--- src/rtl/muxtree_req_stage_pkg.sv ---
// -----------------------------------------------------------------------------
// muxtree_pkg
// Shared types and helpers for the request stage that feeds the 4-way
// case/priority mux-tree datapath.
//   N_DEF / LANES_DEF / CNT_W_DEF : default selector width, lane count and
//                                   drop-counter width
//   lane_t                        : one lane operand / selector word
//   muxtree_req_t                 : one request as stored in the skid buffer
//   sel_in_range()                : true when the mux decodes the selector
// -----------------------------------------------------------------------------
package muxtree_pkg;

    localparam int N_DEF     = 4;
    localparam int LANES_DEF = 4;
    localparam int CNT_W_DEF = 8;

    typedef logic [N_DEF-1:0] lane_t;

    // Lane i of c/d/e is element [i]; the packed layout matches the flat
    // {lane LANES-1, ..., lane 0} bus packing on the ports.
    typedef struct packed {
        lane_t                 sel;
        lane_t                 b;
        lane_t                 b2;
        lane_t [LANES_DEF-1:0] c;
        lane_t [LANES_DEF-1:0] d;
        lane_t [LANES_DEF-1:0] e;
    } muxtree_req_t;

    // The mux only has case items for 0 .. lanes-1.
    function automatic logic sel_in_range(input logic [31:0] sel,
                                          input int unsigned lanes);
        return (sel < lanes);
    endfunction

endpackage

--- src/rtl/muxtree_req_stage_if.sv ---
// -----------------------------------------------------------------------------
// muxtree_req_stage_if
// Valid/ready request bus into and out of the mux-tree request stage.
//   valid / ready : handshake (transfer when both high on posedge clk)
//   sel           : lane selector, N bits
//   b / b2        : per-lane outer / inner priority bits, bit i for lane i
//   c / d / e     : lane operands, lane i at [i*N +: N]
// Modports: master drives the request, slave returns ready.
// -----------------------------------------------------------------------------
interface muxtree_req_stage_if
    import muxtree_pkg::*;
#(
    parameter int N     = N_DEF,
    parameter int LANES = LANES_DEF
);
    logic               valid;
    logic               ready;
    logic [N-1:0]       sel;
    logic [N-1:0]       b;
    logic [N-1:0]       b2;
    logic [LANES*N-1:0] c;
    logic [LANES*N-1:0] d;
    logic [LANES*N-1:0] e;

    modport master (output valid, sel, b, b2, c, d, e, input ready);
    modport slave  (input  valid, sel, b, b2, c, d, e, output ready);
endinterface

--- src/rtl/muxtree_req_stage_skid_buf.sv ---
// -----------------------------------------------------------------------------
// muxtree_skid_buf
// Generic 2-entry valid/ready FIFO. The head entry drives out_data directly,
// so an accepted entry is visible the cycle after it is written and stays
// stable while the consumer stalls.
// Ports:
//   clk, rst (async, active-low), flush (sync clear of all entries)
//   in_valid / in_ready / in_data    : write side
//   out_valid / out_ready / out_data : read side (head entry)
// in_ready depends only on occupancy; a full buffer never accepts, even in a
// cycle where the head is being consumed.
// -----------------------------------------------------------------------------
module muxtree_skid_buf
    import muxtree_pkg::*;
#(
    parameter type T = muxtree_req_t
) (
    input  logic clk,
    input  logic rst,
    input  logic flush,
    input  logic in_valid,
    output logic in_ready,
    input  T     in_data,
    output logic out_valid,
    input  logic out_ready,
    output T     out_data
);

    typedef enum logic [1:0] {
        EMPTY = 2'd0,
        ONE   = 2'd1,
        FULL  = 2'd2
    } occ_e;

    occ_e state_q, state_d;
    T     head_q,  head_d;
    T     tail_q,  tail_d;
    logic push;
    logic pop;

    always_ff @(posedge clk or negedge rst) begin
        if (!rst) begin
            state_q <= EMPTY;
            head_q  <= '0;
            tail_q  <= '0;
        end else begin
            state_q <= state_d;
            head_q  <= head_d;
            tail_q  <= tail_d;
        end
    end

    always_comb begin
        state_d   = state_q;
        head_d    = head_q;
        tail_d    = tail_q;
        in_ready  = (state_q != FULL);
        out_valid = (state_q != EMPTY);
        push      = in_valid & in_ready & ~flush;
        pop       = out_valid & out_ready & ~flush;

        if (flush) begin
            // Entry data is left in place; only occupancy matters once empty.
            state_d = EMPTY;
        end else begin
            unique case (state_q)
                EMPTY: begin
                    if (push) begin
                        head_d  = in_data;
                        state_d = ONE;
                    end
                end
                ONE: begin
                    unique case ({push, pop})
                        2'b11: head_d = in_data;        // old head leaves, new one takes over
                        2'b10: begin
                            tail_d  = in_data;
                            state_d = FULL;
                        end
                        2'b01: state_d = EMPTY;
                        default: ;
                    endcase
                end
                FULL: begin
                    if (pop) begin
                        head_d  = tail_q;
                        state_d = ONE;
                    end
                end
                default: state_d = EMPTY;
            endcase
        end
    end

    assign out_data = head_q;

endmodule

--- src/rtl/muxtree_req_stage.sv ---
// -----------------------------------------------------------------------------
// muxtree_req_stage
// Registered request stage in front of the 4-way case/priority mux tree.
// Requests are buffered (2 deep) and only selectors the mux decodes
// (sel < LANES) are ever presented on out_if.
// Ports:
//   clk            clock, all state on posedge
//   rst            asynchronous active-low reset
//   flush          synchronous clear of buffered requests (drop_cnt kept)
//   in_if  (slave) incoming request bus: valid/ready, sel, b, b2, c, d, e
//   out_if (master) head entry toward the mux stage
//   drop_cnt       saturating count of out-of-range selectors seen
// Build option MUXREQ_SEL_CLAMP_EN:
//   undefined : out-of-range requests are consumed and discarded
//   defined   : out-of-range requests are forwarded with sel = LANES-1
//   Either way each such request bumps drop_cnt.
// -----------------------------------------------------------------------------
module muxtree_req_stage
    import muxtree_pkg::*;
#(
    parameter int N     = N_DEF,
    parameter int LANES = LANES_DEF,
    parameter int CNT_W = CNT_W_DEF
) (
    input  logic                clk,
    input  logic                rst,
    input  logic                flush,
    muxtree_req_stage_if.slave  in_if,
    muxtree_req_stage_if.master out_if,
    output logic [CNT_W-1:0]    drop_cnt
);

    // Same layout as muxtree_req_t, sized by this instance's parameters.
    typedef struct packed {
        logic [N-1:0]            sel;
        logic [N-1:0]            b;
        logic [N-1:0]            b2;
        logic [LANES-1:0][N-1:0] c;
        logic [LANES-1:0][N-1:0] d;
        logic [LANES-1:0][N-1:0] e;
    } req_t;

    function automatic logic [CNT_W-1:0] sat_inc(input logic [CNT_W-1:0] v);
        return (&v) ? v : v + CNT_W'(1);
    endfunction

    req_t             req_in;
    req_t             req_buf;
    req_t             req_head;
    logic             in_range;
    logic             fwd;
    logic             accept;
    logic             buf_in_valid;
    logic             buf_in_ready;
    logic             buf_out_valid;
    logic [CNT_W-1:0] drop_cnt_q, drop_cnt_d;

    always_comb begin
        req_in.sel = in_if.sel;
        req_in.b   = in_if.b;
        req_in.b2  = in_if.b2;
        req_in.c   = in_if.c;
        req_in.d   = in_if.d;
        req_in.e   = in_if.e;

        in_range = sel_in_range(32'(in_if.sel), LANES);
        req_buf  = req_in;
`ifdef MUXREQ_SEL_CLAMP_EN
        fwd = 1'b1;
        if (!in_range) begin
            req_buf.sel = N'(LANES - 1);
        end
`else
        fwd = in_range;
`endif
    end

    // A dropped request still completes its handshake; it just never
    // reaches the buffer.
    assign buf_in_valid = in_if.valid & fwd;
    assign in_if.ready  = buf_in_ready;

    // Counted on the handshake itself, so a flush in the same cycle does
    // not hide an out-of-range selector.
    assign accept = in_if.valid & buf_in_ready;

    always_comb begin
        drop_cnt_d = drop_cnt_q;
        if (accept && !in_range) begin
            drop_cnt_d = sat_inc(drop_cnt_q);
        end
    end

    always_ff @(posedge clk or negedge rst) begin
        if (!rst) begin
            drop_cnt_q <= '0;
        end else begin
            drop_cnt_q <= drop_cnt_d;
        end
    end

    assign drop_cnt = drop_cnt_q;

    muxtree_skid_buf #(
        .T (req_t)
    ) u_skid (
        .clk       (clk),
        .rst       (rst),
        .flush     (flush),
        .in_valid  (buf_in_valid),
        .in_ready  (buf_in_ready),
        .in_data   (req_buf),
        .out_valid (buf_out_valid),
        .out_ready (out_if.ready),
        .out_data  (req_head)
    );

    assign out_if.valid = buf_out_valid;
    assign out_if.sel   = req_head.sel;
    assign out_if.b     = req_head.b;
    assign out_if.b2    = req_head.b2;
    assign out_if.c     = req_head.c;
    assign out_if.d     = req_head.d;
    assign out_if.e     = req_head.e;

endmodule

--- src/flat_wrapper.sv ---
// flat-port wrapper written by rule: the top's interface ports become plain ports
module muxtree_req_stage_flat import muxtree_pkg::*;
#(
    parameter int N     = N_DEF,
    parameter int LANES = LANES_DEF,
    parameter int CNT_W = CNT_W_DEF
)
  (clk, rst, flush, drop_cnt, in_if_valid, in_if_sel, in_if_b, in_if_b2, in_if_c, in_if_d, in_if_e, in_if_ready, out_if_valid, out_if_sel, out_if_b, out_if_b2, out_if_c, out_if_d, out_if_e, out_if_ready);
  muxtree_req_stage_if #(.N(N), .LANES(LANES)) in_if_i ();
  muxtree_req_stage_if #(.N(N), .LANES(LANES)) out_if_i ();
  input  logic clk;
  input  logic rst;
  input  logic flush;
  output logic [CNT_W-1:0] drop_cnt;
  input wire logic [$bits(in_if_i.valid)-1:0] in_if_valid;
  input wire logic [$bits(in_if_i.sel)-1:0] in_if_sel;
  input wire logic [$bits(in_if_i.b)-1:0] in_if_b;
  input wire logic [$bits(in_if_i.b2)-1:0] in_if_b2;
  input wire logic [$bits(in_if_i.c)-1:0] in_if_c;
  input wire logic [$bits(in_if_i.d)-1:0] in_if_d;
  input wire logic [$bits(in_if_i.e)-1:0] in_if_e;
  output wire logic [$bits(in_if_i.ready)-1:0] in_if_ready;
  output wire logic [$bits(out_if_i.valid)-1:0] out_if_valid;
  output wire logic [$bits(out_if_i.sel)-1:0] out_if_sel;
  output wire logic [$bits(out_if_i.b)-1:0] out_if_b;
  output wire logic [$bits(out_if_i.b2)-1:0] out_if_b2;
  output wire logic [$bits(out_if_i.c)-1:0] out_if_c;
  output wire logic [$bits(out_if_i.d)-1:0] out_if_d;
  output wire logic [$bits(out_if_i.e)-1:0] out_if_e;
  input wire logic [$bits(out_if_i.ready)-1:0] out_if_ready;
  assign in_if_i.valid = in_if_valid;
  assign in_if_i.sel = in_if_sel;
  assign in_if_i.b = in_if_b;
  assign in_if_i.b2 = in_if_b2;
  assign in_if_i.c = in_if_c;
  assign in_if_i.d = in_if_d;
  assign in_if_i.e = in_if_e;
  assign in_if_ready = in_if_i.ready;
  assign out_if_valid = out_if_i.valid;
  assign out_if_sel = out_if_i.sel;
  assign out_if_b = out_if_i.b;
  assign out_if_b2 = out_if_i.b2;
  assign out_if_c = out_if_i.c;
  assign out_if_d = out_if_i.d;
  assign out_if_e = out_if_i.e;
  assign out_if_i.ready = out_if_ready;
  muxtree_req_stage #(.N(N), .LANES(LANES), .CNT_W(CNT_W)) u_core (.clk(clk), .rst(rst), .flush(flush), .in_if(in_if_i), .out_if(out_if_i), .drop_cnt(drop_cnt));
endmodule
--- config.mk ---
export PLATFORM = sky130hd
export DESIGN_NAME = muxtree_req_stage_flat
export DESIGN_NICKNAME = d
export VERILOG_FILES = /design/src/rtl/muxtree_req_stage_pkg.sv /design/src/rtl/muxtree_req_stage_if.sv /design/src/rtl/muxtree_req_stage_skid_buf.sv /design/src/rtl/muxtree_req_stage.sv /design/src/flat_wrapper.sv
export SDC_FILE = /design/constraint.sdc
export NUM_CORES = 1
export LEC_CHECK = 0
export CORE_UTILIZATION = 55
export CTS_BUF_LIST = sky130_fd_sc_hd__clkbuf_2 sky130_fd_sc_hd__clkbuf_4 sky130_fd_sc_hd__clkbuf_8
export DETAILED_ROUTE_END_ITERATION = 16
export PLACE_DENSITY = 0.87
export SYNTH_ARGS = -nofsm -noshare
export SYNTH_HDL_FRONTEND = slang
export SYNTH_SLANG_ARGS = --single-unit
--- constraint.sdc ---
create_clock -name clk -period 4.79 [get_ports clk]
set_input_delay 1.437 -clock clk [delete_from_list [all_inputs] [get_ports clk]]
set_output_delay 1.437 -clock clk [all_outputs]
set_load 0.1 [all_outputs]
* Word-level counts from Yosys, hierarchy flattened
Cells that the tools add are included.
** Operators by class
- Muxes and demuxes :: 9
- Equal/unequal tests :: 12
- Magnitude comparators :: 1
- Add/subtract/negate cells :: 1
- Reduce and logical (&&, ||, !) cells :: 10
- Bitwise operators :: 8
** Operator list (number)
- 60-bit two-way mux :: 3
- 60-bit case mux with 3 select lines :: 1
- 8-bit by 1-bit adder with 8-bit output, second input constant :: 1
- 8-bit AND reduction :: 1
- 1-bit bitwise AND :: 6
- 2-bit equality test, second input constant :: 3
- 2-bit two-way mux :: 3
- 2-bit inequality test, second input constant :: 3
- 3-bit inequality test, second input constant :: 2
- 2-bit case mux with 3 select lines :: 1
- 3-bit AND reduction :: 2
- 5-bit AND reduction :: 1
- 2-bit by 1-bit equality test with 1-bit output, second input constant :: 2
- 4-bit by 3-bit < comparator with 1-bit output, second input constant :: 1
- 4-bit by 3-bit inequality test with 1-bit output, second input constant :: 1
- 2-bit case mux with 2 select lines :: 1
- 3-bit nonzero test :: 1
- 2-bit zero test :: 1
- 2-bit by 1-bit inequality test with 1-bit output, second input constant :: 1
- 1-bit inverter :: 2
- 2-bit AND reduction :: 1
- 2-bit nonzero test :: 1
- 1-bit logical AND :: 1
- 1-bit zero test :: 1
** Storage, ports and cells
- Output and inout bits :: 70
- Logic and storage cells :: 73
- Flip-flop bits (word level) :: 130
- Bits of input ports :: 65

* Logic depth before layout (Yosys ltp)
Gate-level depths: netlist of the first run.
- Depth in word-level cells :: 8
- Gate-level depth with buffers :: 8
- Mapped depth without buffers :: 5

* Cells and area by module
From an unflattened synthesis of the first run, not the netlist that was laid out.
** Second synthesis, totals
- Cell total of the unflattened synthesis :: 374
- Area total of the unflattened synthesis :: 5754.3 um^2
** By module, submodules not included
- muxtree_skid_buf :: area an instance 5335.1 um^2, seq. area each 3052.9 um^2, instances 1, cells an instance 337
- muxtree_req_stage :: area an instance 419.2 um^2, seq. area each 200.2 um^2, instances 1, cells an instance 37

* Worst setup path after synthesis of the first run
Ideal clock, no wire load.
- Path kind :: flip-flop to output port
- Start point :: register u_core.u_skid.state_q[1]
- End point :: output in_if_ready
- Cell stages (with the launch flop) :: 5
- Path slack :: 1.520 ns
- Data required time :: 3.353 ns
- Arrival :: 1.833 ns
- Path buffers :: 2
- Path through :: dfrtp_1 -> nor2b_1 -> buf_2 -> inv_2 -> clkbuf_1
** Between the ends
- Longest elaborated chain between the ends :: 1
** Ends and longest elaborated chain
- start, declared :: RTL line muxtree_req_stage_skid_buf.sv:35 : occ_e state_q, state_d;
- start signal, assigned :: RTL line muxtree_req_stage_skid_buf.sv:47 : state_q <= state_d;
- 2-bit inequality test :: RTL line muxtree_req_stage_skid_buf.sv:57 : in_ready = (state_q != FULL);
- end, declared :: RTL line flat_wrapper.sv:22 : output wire logic [$bits(in_if_i.ready)-1:0] in_if_ready;
No other way between the ends.

* Worst setup path after layout of the first run
- Start point :: register u_core.u_skid.state_q[0]
- End point :: output out_if_valid
** Between the ends
- Longest elaborated chain between the ends :: 1
** Ends and longest elaborated chain
- 2-bit nonzero test :: RTL line muxtree_req_stage_skid_buf.sv:58 : out_valid = (state_q != EMPTY);
- end, declared :: RTL line flat_wrapper.sv:23 : output wire logic [$bits(out_if_i.valid)-1:0] out_if_valid;
No other way between the ends.

==> results.sh, run 1 <==
export IMPL_wl_per_cell_um=16.4
export IMPL_synth_seq_cells=130
export IMPL_drc=0
export IMPL_crit_type="reg2out"
export IMPL_holdCritPathClass="reg2reg"
export IMPL_relSlewSlack_pct=32.0
export IMPL_ant_nets=0
export IMPL_syn_nets=564
export IMPL_io_pins=135
export IMPL_synth_yosys_seq_area_share_pct=56.9
export IMPL_worstPathArrival_ns=2.27
export IMPL_leakage_nw=3.60
export IMPL_synth_area_mm2=0.00572
export IMPL_initial_core_util_pct=57.7
export IMPL_cp_max_fo=7
export IMPL_gr_total_overflow=0
export IMPL_cts_setup_buffers=0
export IMPL_finalMaxSlewViolations=0
export IMPL_avgSynthCellArea_um2=11.5
export IMPL_fp_dieH_um=104
export IMPL_core_mm2=0.00991
export IMPL_drv_cap=0
export IMPL_fp_row_count=36
export IMPL_hold_violations=0
export IMPL_postCtsResizedCells=0
export IMPL_nets=698
export IMPL_seq_area_mm2=0.00325
export IMPL_antenna_found_initial=0
export IMPL_p_per_area_mw_per_mm2=558
export IMPL_layout_commonest_cell="nand2_1"
export IMPL_clkSinkCount=130
export IMPL_endpoint_kind="output pin"
export IMPL_tightest_slew_ns=1.02
export IMPL_netlist_instances=498
export IMPL_max_freq_mhz=270
export IMPL_h_tree_depth=4
export IMPL_layout_drive_gt1_share_pct=25.2
export IMPL_n_fill_cell=667
export IMPL_cts_tree="done"
export IMPL_fin_crit_sh_pct=77.4
export IMPL_dr_first_iter_drc_count=155
export IMPL_wl_mm=12.7
export IMPL_area_growth_pct=31.6
export IMPL_cts_path_max_buffers=2
export IMPL_multiInputGateArea_mm2=0.00233
export IMPL_final_cell_mix="184 x nand2_1, 132 x clkdlybuf4s50_1, 130 x dfrtp_1"
export IMPL_final_area_mm2=0.00753
export IMPL_yosys_warnings=0
export IMPL_startpoint_type="flop"
export IMPL_grt_pass1_wl_mm=21.2
export IMPL_yosysTopAreaCellShare_pct=56.9
export IMPL_grt_max_degree=77
export IMPL_hold_buffers=0
export IMPL_placed_area_mm2=0.00716
export IMPL_track_usage_pct=25.2
export IMPL_rsz0062_at_grt="no"
export IMPL_tns_ns=0
export IMPL_worst_ir_drop_vdd_mv=0.368
export IMPL_hpwl_mm=8.41
export IMPL_min_period_ns=3.71
export IMPL_firstDrtPassIters=4
export IMPL_vias=4110
export IMPL_setup_viol_count_final=0
export IMPL_synth_distinct_cells=30
export IMPL_cts_buffers=17
export IMPL_die_w_um=104
export IMPL_finalPower_mw=4.20
export IMPL_status="complete, no violations"
export IMPL_viasPerCell=5.30
export IMPL_crit_required_ns=3.35
export IMPL_synthTopCellsByArea="dfrtp_1 57%, mux2_2 23%, nand2_1 12%"
export IMPL_antenna_cells=0
export IMPL_yosysTopAreaCell="dfrtp_1"
export IMPL_cts_root_buffer="clkbuf_8"
export IMPL_globalplace_congestion=0.800
export IMPL_port_buffers=134
export IMPL_clk_transition_reported_paths_ns=0.07
export IMPL_first_global_vias=4344
export IMPL_die_area_mm2=0.0108
export IMPL_clock_latency_ns=0.43
export IMPL_finalClockSkew_ns=0.0113
-- power breakdown --
part	internal (mW)	switching (mW)	total [mW]	leakage [nW]
logic	0.475	1.40	1.87	1.75
clock network	0.502	0.389	0.891	0.195
registers	1.30	0.139	1.44	1.66
-- metal layers --
metal,track usage (%),share of wire [%],up-vias
met5,0,0,-
met3,6.02,4.2,20
met2,43.7,52,115
met4,7.76,1.4,0
met1,31.3,42,2066
li1,-,-,1909
-- path summary, 6_finish.rpt --
kind | from | to | depth (start not counted) | slack [ns]
setup reg to reg | u_core.u_skid.state_q[0] | u_core.drop_cnt[7] | 6 | 2.51
min in group asynchronous | rst | u_core.u_skid.tail_q[36] | 1 | 1.04
hold / removal | u_core.u_skid.tail_q[59] | u_core.u_skid.tail_q[59] | 1 | 0.49
max in group asynchronous | rst | u_core.drop_cnt[1] | 2 | 2.87
hold reg to reg | u_core.u_skid.tail_q[59] | u_core.u_skid.tail_q[59] | 1 | 0.49
setup / recovery | u_core.u_skid.state_q[0] | out_if_valid | 2 | 1.08
-- per-stage QoR --
step / util (%) / instances / hold WS [ns] / setup slack (ns)
2_1_floorplan: - / 498 / 0.453 / 1.52
3_3_place_gp: 72.2 / 746 / 0.469 / 1.22
3_5_place_dp: 72.2 / 746 / 0.471 / 1.16
4_1_cts: 76.0 / 775 / 0.494 / 1.05
5_1_grt: 76.0 / 775 / 0.507 / 1.01
6_report: 76.0 / 775 / 0.494 / 1.08
-- synth_stat cells --
master,count
o2111ai_2,1
nor3_1,3
nand3b_1,1
nor4b_4,1
o22a_1,1
mux2_1,4
xnor2_1,1
nor2b_1,2
ha_1,1
nand3_1,4
nor3b_1,1
xor2_1,5
nand4_1,1
nor2_1,5
and2_1,2
a21oi_1,2
nor4_1,1
clkbuf_2,1
buf_1,5
mux2i_1,1
clkbuf_1,13
nand2_1,184
dfrtp_1,130
inv_2,1
buf_6,6
mux2_2,116
buf_2,1
or2_2,2
o31ai_4,1
inv_1,1
-- layout make-up --
cell class,count,share of cell area (%)
sequential,130,43.2
multi-input combinational,340,30.9
timing repair buffer,141,18.6
clock buffer,23,3.87
tap,133,2.21
clock inverter,6,1.10
inverter,2,0.0997
-- sequential cells by signal, indices dropped and copies added, names as in the netlist --
| signal | count |
|---|---|
| u_core.drop_cnt | 8 |
| u_core.u_skid.out_data | 60 |
| u_core.u_skid.state_q | 2 |
| u_core.u_skid.tail_q | 60 |
-- critical path, cell delays in order (launching register included) --
cell,delay [ns]
dfrtp_1,0.53
or2_2,0.18
clkdlybuf4s50_1,1.12
-- kinds of logic (layout without fill, tap and decap cells) --
| group | after synthesis | in the layout | synth area share (%) |
|---|---|---|---|
| AO/OA/AOI/OAI | 5 | 5 | 0.962 |
| XOR/XNOR | 6 | 6 | 0.919 |
| adder cells (fa/ha/maj) | 1 | 1 | 0.219 |
| buffers and inverters | 28 | 172 | 2.67 |
| flip-flops | 130 | 130 | 56.9 |
| multiplexers | 121 | 121 | 23.8 |
| AND/OR/NAND/NOR | 207 | 207 | 14.6 |
(Power assumes the default switching activity.)
==> inputs of run 2 (changes only) <==
- CORE_UTILIZATION: 55 -> 52
- PLACE_DENSITY: 0.87 -> 0.83
- clock period: 4.79 -> 3.52 ns (I/O delays scaled with it)
==> results.sh, run 2 (same netlist as run 1, synthesis figures left out) <==
export IMPL_relSlewSlack_pct=53.7
export IMPL_globalplace_congestion=0.827
export IMPL_worstPathArrival_ns=3.07
export IMPL_layout_commonest_cell="nand2_1"
export IMPL_status="complete, no violations"
export IMPL_max_freq_mhz=361
export IMPL_min_period_ns=2.77
export IMPL_worstHoldStart="u_core.u_skid.out_data[14]"
export IMPL_vias=4071
export IMPL_setup_viol_count_final=0
export IMPL_first_global_vias=4327
export IMPL_ff2ff_path_depth=5
export IMPL_core_mm2=0.0105
export IMPL_p_per_area_mw_per_mm2=766
export IMPL_timing_rr_end="u_core.u_skid.out_data[4]"
export IMPL_hold_buffers=0
export IMPL_die_area_mm2=0.0114
export IMPL_ant_nets=0
export IMPL_crit_required_ns=3.82
export IMPL_finalMaxSlewViolations=0
export IMPL_leakage_nw=3.69
export IMPL_final_util_pct=70.6
export IMPL_hold_ws_ns=0.502
export IMPL_worst_ir_drop_vdd_mv=0.537
export IMPL_cp_endpoint="u_core.u_skid.out_data[4]"
export IMPL_endpoint_kind="flop"
export IMPL_clk_transition_reported_paths_ns=0.07
export IMPL_tns_ns=0
export IMPL_crit_type="in2reg"
export IMPL_dr_first_iter_drc_count=133
export IMPL_wl_per_cell_um=15.8
export IMPL_layout_drive_gt1_share_pct=36.2
export IMPL_hold_violations=0
export IMPL_io_pins=135
export IMPL_cts_setup_buffers=0
export IMPL_viasPerCell=5.22
export IMPL_antenna_found_initial=0
export IMPL_cts_tree="done"
export IMPL_gr_total_overflow=0
export IMPL_cp_slowest_cell="clkdlybuf4s50_1"
export IMPL_cts_buffers=17
export IMPL_startpoint_type="input pin"
export IMPL_holdCritPathClass="reg2reg"
export IMPL_nets=697
export IMPL_placed_area_mm2=0.00702
export IMPL_fin_crit_sh_pct=78.6
export IMPL_cts_path_max_buffers=2
export IMPL_initial_core_util_pct=54.4
export IMPL_r2r_slack_ns=1.44
export IMPL_drc=0
export IMPL_postCtsResizedCells=0
export IMPL_max_stage_delay_ns=0.50
export IMPL_antenna_cells=0
export IMPL_clock_latency_ns=0.42
export IMPL_finalClockSkew_ns=0.00732
export IMPL_cp_max_fo=60
export IMPL_multiInputGateArea_mm2=0.00233
export IMPL_cp_cell_sequence="clkdlybuf4s50_1 > nor4b_4 > a21oi_1 > o31ai_4 > buf_12 > mux2_2"
export IMPL_final_cell_mix="184 x nand2_1, 130 x dfrtp_1, 116 x mux2_2"
export IMPL_rsz0062_at_grt="no"
export IMPL_hpwl_mm=8.04
export IMPL_dp_cells=748
export IMPL_fp_dieH_um=107
export IMPL_grt_pass1_wl_mm=20.1
export IMPL_track_usage_pct=22.8
export IMPL_firstDrtPassIters=6
export IMPL_r2r_start="u_core.u_skid.state_q[1]"
export IMPL_die_w_um=107
export IMPL_area_growth_pct=29.7
export IMPL_n_fill_cell=752
export IMPL_final_area_mm2=0.00742
export IMPL_port_buffers=134
export IMPL_grt_max_degree=71
export IMPL_clkSinkCount=130
export IMPL_tightest_slew_ns=0.695
export IMPL_cts_root_buffer="clkbuf_8"
export IMPL_h_tree_depth=4
export IMPL_drv_cap=0
export IMPL_layout_cells_non_filler=780
export IMPL_wl_mm=12.3
export IMPL_seq_area_mm2=0.00325
export IMPL_critPathLaunch="in_if_sel[2]"
export IMPL_fp_row_count=37
-- run 2: changes by cell type in the layout (fill, tap and decap cells not counted) --
cell	delta
buf_12	+3
buf_4	+65
clkbuf_4	-1
clkbuf_8	+1
clkdlybuf4s50_1	-69
clkinvlp_4	+3
-- run 2: worst min-delay path by stage --
stage / slack (ns) / end / cells after the start
floorplan: 0.45 / u_core.u_skid.tail_q[58] / 1
global placement: 0.47 / u_core.u_skid.tail_q[58] / 1
detailed placement: 0.49 / u_core.u_skid.tail_q[59] / 1
CTS: 0.51 / u_core.u_skid.tail_q[59] / 1
global route: 0.51 / u_core.u_skid.out_data[14] / 1
finish: 0.50 / u_core.u_skid.out_data[14] / 1
-- run 2: critical path: cells and delay by family --
| kind | cells | cell delay (ns) |
|---|---|---|
| compound gates | 2 | 0.37 |
| buf+inv | 2 | 0.86 |
| mux | 1 | 0.39 |
| simple gates | 1 | 0.38 |
-- run 2: cell type report --
| class | count | share of cell area [%] |
|---|---|---|
| Sequential cell | 130 | 43.8 |
| Multi-Input combinational cell | 340 | 31.4 |
| Timing Repair Buffer | 140 | 17.0 |
| Clock buffer | 23 | 4.01 |
| Tap cell | 136 | 2.29 |
| Clock inverter | 9 | 1.42 |
| Inverter | 2 | 0.101 |
-- run 2: power by group --
group	total, mW	internal [mW]	switching (mW)
Clock	1.26	0.706	0.558
Sequential	1.96	1.77	0.189
Combinational	2.47	0.569	1.90
Total	5.69	3.04	2.64
-- run 2: metal layers --
metal / GRT usage (%) / up-vias / wire length [µm]
li1: - / 1917 / -
met1: 28.0 / 2027 / 5340
met2: 38.6 / 109 / 6150
met3: 5.90 / 18 / 578
met4: 9.10 / 0 / 234
met5: 0 / - / 0
-- run 2: metrics by stage --
stage | setup WS, ns | power, mW
after floorplan | 0.631 | 3.86
after global placement | 0.374 | 4.41
after detailed placement | 0.314 | 4.46
after CTS | 0.767 | 5.72
after global routing | 0.684 | 5.88
final | 0.753 | 5.69
==> inputs of run 3 (changes only) <==
- clock period: 3.52 -> 2.85 ns (I/O delays scaled with it)
==> results.sh, run 3 (same netlist as run 1, synthesis figures left out) <==
export IMPL_status="complete, no violations"
export IMPL_comb_power_share_pct=43.2
export IMPL_tightest_slew_ns=0.682
export IMPL_clkPwrFrac_pct=22.5
export IMPL_grt_pass1_wl_mm=20.4
export IMPL_pwr_share_seq_pct=34.3
export IMPL_h_tree_depth=4
export IMPL_setup_viol_count_final=0
export IMPL_drv_cap=0
export IMPL_grt_max_degree=64
export IMPL_area_growth_pct=31.1
export IMPL_crit_required_ns=2.00
export IMPL_port_buffers=134
export IMPL_ant_nets=0
export IMPL_fp_dieH_um=107
export IMPL_fp_row_count=37
export IMPL_multiInputGateArea_mm2=0.00233
export IMPL_antenna_cells=0
export IMPL_cp_max_fo=24
export IMPL_vias=4138
export IMPL_cts_buffers=17
export IMPL_cts_setup_buffers=0
export IMPL_core_mm2=0.0105
export IMPL_min_period_ns=2.51
export IMPL_hold_violations=0
export IMPL_initial_core_util_pct=54.4
export IMPL_clk_transition_reported_paths_ns=0.07
export IMPL_cts_path_max_buffers=2
export IMPL_n_fill_cell=735
export IMPL_finalPower_mw=7.06
export IMPL_final_util_pct=71.4
export IMPL_finalClockSkew_ns=0.0101
export IMPL_die_w_um=107
export IMPL_drc=0
export IMPL_gr_total_overflow=0
export IMPL_swShare_pct=46.2
export IMPL_die_area_mm2=0.0114
export IMPL_globalplace_congestion=0.807
export IMPL_hold_buffers=0
export IMPL_worstPathArrival_ns=1.66
export IMPL_track_usage_pct=23.4
export IMPL_cts_root_buffer="clkbuf_8"
export IMPL_max_freq_mhz=398
export IMPL_placed_area_mm2=0.00709
export IMPL_worst_ir_drop_vdd_mv=0.734
export IMPL_rsz0062_at_grt="no"
export IMPL_endpoint_kind="output pin"
export IMPL_wl_per_cell_um=16.0
export IMPL_p_int_mw=3.80
export IMPL_final_area_mm2=0.00750
export IMPL_clkSinkCount=130
export IMPL_dr_first_iter_drc_count=222
export IMPL_p_switching_mw=3.26
export IMPL_relSlewSlack_pct=54.6
export IMPL_io_pins=135
export IMPL_final_cell_mix="184 x nand2_1, 130 x dfrtp_1, 116 x mux2_2"
export IMPL_hpwl_mm=8.44
export IMPL_cts_tree="done"
export IMPL_startpoint_type="flop"
export IMPL_crit_type="reg2out"
export IMPL_layout_drive_gt1_share_pct=36.8
export IMPL_p_per_area_mw_per_mm2=942
export IMPL_fin_crit_sh_pct=88.1
export IMPL_wl_mm=12.6
export IMPL_first_global_vias=4237
export IMPL_clock_latency_ns=0.42
export IMPL_layout_commonest_cell="nand2_1"
export IMPL_leakage_nw=3.75
export IMPL_nets=704
export IMPL_seq_area_mm2=0.00325
export IMPL_tns_ns=0
export IMPL_viasPerCell=5.26
export IMPL_firstDrtPassIters=6
export IMPL_finalMaxSlewViolations=0
export IMPL_antenna_found_initial=0
export IMPL_postCtsResizedCells=0
export IMPL_holdCritPathClass="in2async"
run 3: cell types whose count changed in the layout (fill, tap and decap cells not counted), sizes merged:
cell | previous run | this run
clkbuf | 23 | 21
clkinvlp | 4 | 1
bufinv | 2 | 3
clkinv | 3 | 6
buf | 77 | 84
run 3: metal layers:
layer  share of wire [%]  wire (µm)  GRT usage (%)  vias up
met5                   0          0              0        -
met4                 1.4        172           9.39        0
met3                 4.8        609           5.41       14
met2                  51       6450           39.4      113
met1                  43       5360           29.1     2087
li1                    -          -              -     1924
run 3: worst max-delay path, stage by stage (launching register included):
cell and delay, ns:
dfrtp_1 0.45, nor2b_4 0.16, inv_2 0.37, buf_12 0.24
run 3: area by class of cell:
type | count | share of cell area, %
inverter | 2 | 0.100
tap | 136 | 2.27
sequential | 130 | 43.4
timing repair buffer | 147 | 17.8
clock buffer | 21 | 3.60
multi-input combinational | 340 | 31.0
clock inverter | 10 | 1.80
run 3: worst paths after layout:
path | start | end | slack (ns) | cells after the start
worst max-delay path | u_core.u_skid.state_q[1] | in_if_ready | 0.34 | 3
worst min-delay path | rst | u_core.drop_cnt[5] | 0.42 | 1
worst max register to register | u_core.u_skid.state_q[1] | u_core.drop_cnt[7] | 0.89 | 5
worst min register to register | u_core.u_skid.tail_q[59] | u_core.u_skid.tail_q[59] | 0.49 | 1
max in group asynchronous | rst | u_core.drop_cnt[0] | 1.65 | 2
min in group clk | u_core.u_skid.tail_q[59] | u_core.u_skid.tail_q[59] | 0.49 | 1
run 3: metrics by stage:
step	hold WS [ns]	instances	worst slack (ns)
4_1_cts	0.426	786	0.294
3_3_place_gp	0.472	755	0.0555
2_1_floorplan	0.453	498	0.162
3_5_place_dp	0.476	755	0.00132
6_report	0.421	786	0.339
5_1_grt	0.436	786	0.254
run 3: power by group through the flow:
| stage | clock (mW) | combinational (mW) | sequential, mW |
|---|---|---|---|
| final | 1.59 | 3.05 | 2.42 |
| after global routing | 1.71 | 3.14 | 2.46 |
| after CTS | 1.62 | 3.07 | 2.42 |
| after detailed placement | 0 | 3.07 | 2.45 |
| after global placement | 0 | 3.03 | 2.43 |
| after floorplan | 0 | 0.407 | 4.36 |
